`src/rtl/riscv_pkg.sv`:
```
// Shared RISC-V encodings and the MEM-stage load/store unit state type.
package riscv_pkg;

    localparam logic [2:0] FUNCT3_B  = 3'b000;
    localparam logic [2:0] FUNCT3_H  = 3'b001;
    localparam logic [2:0] FUNCT3_W  = 3'b010;
    localparam logic [2:0] FUNCT3_BU = 3'b100;
    localparam logic [2:0] FUNCT3_HU = 3'b101;

    typedef enum logic [1:0] {
        IDLE = 2'd0,
        REQ  = 2'd1,
        WAIT = 2'd2
    } lsu_state_t;

endpackage

```
`src/rtl/lsu_align.sv`:
```
// Store lane replication / byte enables, load extract and extend, misalign detect.
module lsu_align
    import riscv_pkg::*;
(
    input  logic [2:0]  funct3,
    input  logic [1:0]  offset,
    input  logic        mem_op,
    input  logic        store,
    input  logic [31:0] store_data,
    input  logic [31:0] load_word,
    output logic [31:0] wdata,
    output logic [3:0]  be,
    output logic [31:0] load_data,
    output logic        misaligned
);

    logic [31:0] shifted;
    logic        size_b;
    logic        size_h;

    assign shifted = load_word >> {offset, 3'b000};

    // Unsigned sizes only exist for loads; a store with BU/HU encoding is a word store.
    assign size_b = (funct3 == FUNCT3_B) || ((funct3 == FUNCT3_BU) && !store);
    assign size_h = (funct3 == FUNCT3_H) || ((funct3 == FUNCT3_HU) && !store);

    always_comb begin
        wdata      = store_data;
        be         = 4'b1111;
        load_data  = load_word;
        misaligned = 1'b0;
        if (size_b) begin
            wdata     = {4{store_data[7:0]}};
            be        = 4'b0001 << offset;
            load_data = (funct3 == FUNCT3_B) ? {{24{shifted[7]}}, shifted[7:0]}
                                             : {24'b0, shifted[7:0]};
        end else if (size_h) begin
            wdata      = {2{store_data[15:0]}};
            be         = 4'b0011 << offset;
            load_data  = (funct3 == FUNCT3_H) ? {{16{shifted[15]}}, shifted[15:0]}
                                              : {16'b0, shifted[15:0]};
            misaligned = mem_op && offset[0];
        end else begin
            misaligned = mem_op && (offset != 2'b00);
        end
    end

endmodule

```
`src/rtl/mem_stage_lsu.sv`:
```
// MEM pipeline stage: req/gnt/rvalid bus sequencing, stall generation, timeout and MEM/WB register.
module mem_stage_lsu
    import riscv_pkg::*;
#(
    parameter int TIMEOUT = 255,
    parameter int CNT_W   = 8
) (
    input  logic        clk,
    input  logic        reset,
    input  logic        RegWrite_in,
    input  logic        MemtoReg_in,
    input  logic        MemRead_in,
    input  logic        MemWrite_in,
    input  logic [2:0]  funct3_in,
    input  logic [31:0] alu_result_in,
    input  logic [31:0] rs2_data_in,
    input  logic [4:0]  rd_in,
    output logic        dmem_req,
    output logic        dmem_we,
    output logic [31:0] dmem_addr,
    output logic [31:0] dmem_wdata,
    output logic [3:0]  dmem_be,
    input  logic        dmem_gnt,
    input  logic        dmem_rvalid,
    input  logic [31:0] dmem_rdata,
    output logic        mem_stall,
    output logic        misalign,
    output logic        bus_err,
    output logic        RegWrite,
    output logic        MemtoReg,
    output logic [31:0] read_data,
    output logic [31:0] alu_result,
    output logic [4:0]  rd
);

    lsu_state_t       state;
    logic [CNT_W-1:0] cnt;
    logic             mem_op;
    logic             is_load;
    logic             is_store;
    logic             misaligned;
    logic             access;
    logic             complete;
    logic             timeout;
    logic [31:0]      lane_wdata;
    logic [3:0]       lane_be;
    logic [31:0]      load_data;

    lsu_align u_align (
        .funct3     (funct3_in),
        .offset     (alu_result_in[1:0]),
        .mem_op     (mem_op),
        .store      (is_store),
        .store_data (rs2_data_in),
        .load_word  (dmem_rdata),
        .wdata      (lane_wdata),
        .be         (lane_be),
        .load_data  (load_data),
        .misaligned (misaligned)
    );

    assign mem_op   = MemRead_in | MemWrite_in;
    assign is_load  = MemRead_in;
    assign is_store = MemWrite_in & ~MemRead_in;
    assign access   = mem_op & ~misaligned;
    assign timeout  = (state != IDLE) && (cnt == CNT_W'(TIMEOUT));

    // A timeout outranks a gnt/rvalid arriving in the same cycle.
    always_comb begin
        complete = 1'b0;
        if (access && !timeout) begin
            case (state)
                IDLE, REQ: complete = is_store & dmem_gnt;
                WAIT:      complete = dmem_rvalid;
                default:   complete = 1'b0;
            endcase
        end
    end

    // Reset gates the combinational bus/stall outputs so they drop immediately.
    assign mem_stall  = ~reset & access & ~complete & ~timeout;
    assign dmem_req   = ~reset & access & ((state == IDLE) | (state == REQ));
    assign dmem_we    = dmem_req & is_store;
    assign dmem_addr  = dmem_req ? {alu_result_in[31:2], 2'b00} : 32'b0;
    assign dmem_wdata = dmem_we ? lane_wdata : 32'b0;
    assign dmem_be    = dmem_req ? lane_be : 4'b0;

    // The counter tracks stall cycles of the current access, including the first IDLE one.
    always_ff @(posedge clk or posedge reset) begin
        if (reset) begin
            state   <= IDLE;
            cnt     <= '0;
            bus_err <= 1'b0;
        end else begin
            bus_err <= timeout;
            case (state)
                IDLE: begin
                    cnt <= '0;
                    if (access && !(is_store && dmem_gnt)) begin
                        state <= dmem_gnt ? WAIT : REQ;
                        cnt   <= CNT_W'(1);
                    end
                end
                REQ: begin
                    if (timeout || (dmem_gnt && is_store)) begin
                        state <= IDLE;
                        cnt   <= '0;
                    end else begin
                        if (dmem_gnt) state <= WAIT;
                        cnt <= cnt + 1'b1;
                    end
                end
                WAIT: begin
                    if (timeout || dmem_rvalid) begin
                        state <= IDLE;
                        cnt   <= '0;
                    end else begin
                        cnt <= cnt + 1'b1;
                    end
                end
                default: begin
                    state <= IDLE;
                    cnt   <= '0;
                end
            endcase
        end
    end

    // Memory ops reach WB only on their completion edge; everything else is a bubble.
    always_ff @(posedge clk or posedge reset) begin
        if (reset) begin
            RegWrite   <= 1'b0;
            MemtoReg   <= 1'b0;
            read_data  <= '0;
            alu_result <= '0;
            rd         <= '0;
            misalign   <= 1'b0;
        end else begin
            misalign <= (state == IDLE) & mem_op & misaligned;
            if (!mem_op || complete) begin
                RegWrite   <= RegWrite_in;
                MemtoReg   <= MemtoReg_in;
                read_data  <= (complete && is_load) ? load_data : 32'b0;
                alu_result <= alu_result_in;
                rd         <= rd_in;
            end else begin
                RegWrite   <= 1'b0;
                MemtoReg   <= 1'b0;
                read_data  <= '0;
                alu_result <= '0;
                rd         <= '0;
            end
        end
    end

endmodule

```
`config.mk`:
```
export PLATFORM = sky130hd
export DESIGN_NAME = mem_stage_lsu
export DESIGN_NICKNAME = d
export VERILOG_FILES = /design/src/rtl/riscv_pkg.sv /design/src/rtl/lsu_align.sv /design/src/rtl/mem_stage_lsu.sv
export SDC_FILE = /design/constraint.sdc
export NUM_CORES = 1
export LEC_CHECK = 0
export CORE_UTILIZATION = 25
export CTS_CLUSTER_SIZE = 24
export DETAILED_ROUTE_END_ITERATION = 10
export PLACE_DENSITY = 0.66
export SLEW_MARGIN = 20
export SYNTH_ARGS = -nofsm -noshare
export SYNTH_HDL_FRONTEND = slang
export SYNTH_SLANG_ARGS = --single-unit
```
`constraint.sdc`:
```
create_clock -name clk -period 3.22 [get_ports clk]
set_input_delay 0.483 -clock clk [delete_from_list [all_inputs] [get_ports clk]]
set_output_delay 0.483 -clock clk [all_outputs]
set_load 0.02 [all_outputs]
```
==> impl_metrics.env <==
export IMPL_synth_area_leader_cell="dfrtp_1"
export IMPL_critPathArrivalTime_ns=2.63
export IMPL_pin_count=256
export IMPL_route_antenna_remaining_nets=0
export IMPL_io_buffers=253
export IMPL_end_kind="primary output"
export IMPL_max_freq_mhz=321
export IMPL_nFillCells=1675
export IMPL_synth_area_sq_um=4530
export IMPL_routed_wl_um=17100
export IMPL_grt_pass1_vias=4486
export IMPL_yosysUniqueCellTypes=50
export IMPL_hold_violations=0
export IMPL_vdd_ir_drop_max_mv=0.212
export IMPL_htree_num_levels=3
export IMPL_power_density_nw_per_um2=395
export IMPL_status="completed"
export IMPL_final_cells=970
export IMPL_synth_seq_cells=83
export IMPL_cts_tree="built"
export IMPL_syn_inst=473
export IMPL_final_setup_skew_ns=0.00646
export IMPL_dp_cells=954
export IMPL_power_internal_mw=2.12
export IMPL_power_frac_comb=0.292
export IMPL_fin_crit_sh=0.968
export IMPL_whs_ns=0.537
export IMPL_drive_above_1_share=0.0980
export IMPL_setup_violations=0
export IMPL_async_flop_share=1.00
export IMPL_grt_pass1_wl_um=25700
export IMPL_antenna_found_initial=0
export IMPL_post_cts_buffers=0
export IMPL_diodes=0
export IMPL_finalCriticalPeriod_ns=3.12
export IMPL_ys_seq_area_frac=0.459
export IMPL_grtUsageTotal=0.184
export IMPL_dpl_cell_area_sq_um=7520
export IMPL_synth_enable_flop_cells=0
export IMPL_setup_tns_ns=0
export IMPL_critPathKind="in2out"
export IMPL_power_frac_clock=0.340
export IMPL_fin_area_sq_um=7770
export IMPL_insertion_delay_ns=0.34
export IMPL_pre_cts_ws_ns=-0.230
export IMPL_ys_top_cells_by_area="dfrtp_1 (46%), mux2i_1 (8.4%), nor3b_1 (6.3%), and3_1 (5.7%), nor2_1 (4.1%)"
export IMPL_clockBufferDepth=2
export IMPL_area_growth_syn_to_layout_pct=71.5
export IMPL_clockRootBuffer="clkbuf_16"
export IMPL_place_gp_congestion=0.794
export IMPL_tightest_slew_ns=0.751
export IMPL_gr_total_overflow=0
export IMPL_synth_avg_cell_area_sq_um=9.58
export IMPL_core_sq_um=17500
export IMPL_dpl_hpwl_um=12900
export IMPL_yosys_most_used_dff="dfrtp_1"
export IMPL_design_final_nets=857
export IMPL_dieHeight_um=137
export IMPL_fp_dieArea_sq_um=18700
export IMPL_swShare=0.308
export IMPL_slew_violations=0
export IMPL_initial_core_util=0.259
export IMPL_rows=48
export IMPL_cp_start_kind="primary input"
export IMPL_grt_max_degree=84
export IMPL_via_count=4527
export IMPL_r2r_setup_slack_ns=1.39
export IMPL_firstDrtPassIters=4
export IMPL_cts_sinks=83
export IMPL_cts_made_buffers=9
export IMPL_leakage_nw=3.83
export IMPL_rsz0062_at_grt="yes"
export IMPL_drv_cap=0
export IMPL_utilization=0.445
export IMPL_finalPower_mw=3.07
export IMPL_layout_setup_ws_ns=0.104
export IMPL_worstHoldPathType="reg2reg"
export IMPL_switchingPower_uw=944
export IMPL_avgViaCountPerCell=4.67
export IMPL_die_w_um=137
export IMPL_cp_required_ns=2.74
export IMPL_routedWlPerCell_um=17.6
export IMPL_crit_path_max_fanout=11
export IMPL_ys_warnings_count=0
export IMPL_drt_iter0_markers=203
export IMPL_synth_top_area_share=0.459
export IMPL_clkTransAtPathRegs_ns=0.06
export IMPL_p_seq_frac=0.368
export IMPL_drc=0
export IMPL_slew_headroom=0.499
routing by layer:
| layer | wire length (um) | vias up | GRT usage | part of all wire |
|---|---|---|---|---|
| met5 | 0 | - | 0 | 0 |
| met3 | 1050 | 23 | 0.0467 | 0.062 |
| met1 | 7200 | 2134 | 0.229 | 0.42 |
| met2 | 8400 | 149 | 0.305 | 0.49 |
| li1 | - | 2221 | - | - |
| met4 | 438 | 0 | 0.0728 | 0.026 |
cell type report:
type                       instances  area [sq um]  area share
tap                              225           282      0.0362
multi-input combinational        341          2240       0.288
sequential                        83          2080       0.267
inverter                          10          41.3     0.00531
timing repair buffer             295          2830       0.364
clock inverter                     7          76.3     0.00982
clock buffer                       9           225      0.0290
synthesized netlist by cell type (3+ instances only):
cell / n
a211oi_1: 8
nand3b_1: 3
o211ai_1: 3
nor2_1: 49
and3_1: 41
nand3_1: 4
o21ai_0: 20
xor2_1: 4
nand2b_1: 4
a21oi_1: 17
nor3b_1: 38
mux2i_1: 38
o2bb2ai_1: 7
dfrtp_1: 83
ha_1: 5
buf_4: 6
inv_1: 8
o22ai_1: 12
nor3_1: 27
buf_2: 13
clkbuf_1: 15
nand2_1: 29
worst max-delay path: stages:
cell,delay [ns]
clkdlybuf4s50_1,0.49
buf_4,0.20
o21ai_0,0.22
o311a_4,0.28
o211ai_2,0.13
buf_12,0.18
buf_12,0.13
a211oi_1,0.16
dlygate4sd2_1,0.36
registers in the layout (all words and copies together), names as in the netlist:
| register | flops |
|---|---|
| RegWrite | 1 |
| state | 2 |
| misalign | 1 |
| rd | 5 |
| alu_result | 32 |
| cnt | 8 |
| MemtoReg | 1 |
| read_data | 32 |
| bus_err | 1 |
path summary, 6_finish.rpt:
check	to	cells after the start	startpoint
max	dmem_wdata[29]	9	funct3_in[0]
min	cnt[0]$_DFF_PP0_	1	cnt[0]$_DFF_PP0_
max reg2reg	alu_result[31]$_DFF_PP0_	5	state[0]$_DFFE_PP0P_
min reg2reg	cnt[0]$_DFF_PP0_	1	cnt[0]$_DFF_PP0_
max in group asynchronous	read_data[1]$_DFF_PP0_	4	reset
min in group asynchronous	state[1]$_DFFE_PP0P_	4	reset
power by group through the flow:
stage	sequential, mW	combinational, mW	clock [mW]
CTS	1.13	0.902	1.07
floorplan	1.21	0.383	0
finish	1.13	0.895	1.04
global placement	1.15	0.924	0
global route	1.14	0.965	1.11
detailed placement	1.15	0.927	0
repair_timing:
| item | in CTS | in global routing |
|---|---|---|
| hold buffers | 0 | 0 |
| cloned | 0 | 0 |
| resized for setup | 62 | 8 |
| pin swaps | 2 | 1 |
| setup endpoints to repair | 62 | 8 |
cell usage in the layout, fill, tap and decap left out, types with 2 or more instances in the layout:
master and count:
nor3b_1 38, nor2b_1 2, o2bb2ai_1 7, and4_1 2, o22ai_1 12, clkbuf_16 9, nand2_1 29, nand3b_1 3
dfrtp_1 83, nand3_1 4, a211oi_1 8, dlymetal6s2s_1 7, clkinv_2 2, xnor2_1 2, and3_1 41, xor2_1 4
ha_1 5, clkinvlp_4 2, nand4_1 2, inv_1 7, mux2i_1 38, o21ai_0 20, nand2b_1 4, nor3_1 27
inv_2 2, o211ai_1 3, nor2_1 47, conb_1 2, dlygate4sd2_1 62, buf_4 38, clkdlybuf4s50_1 184, or2_2 2
a21oi_1 17, o221ai_1 2, buf_12 3
cell families (layout without fill, tap and decap cells):
kind of cell,Yosys count,count (layout),synth area share
AO/OA/AOI/OAI,80,80,0.124
other,1,2,0.000828
AND/OR/NAND/NOR,210,210,0.253
multiplexers,38,38,0.0840
flip-flops,83,83,0.459
adder cells (fa/ha/maj),5,5,0.0138
XOR/XNOR,6,6,0.0116
buffers and inverters,50,321,0.0539
(Power assumes the default switching activity.)
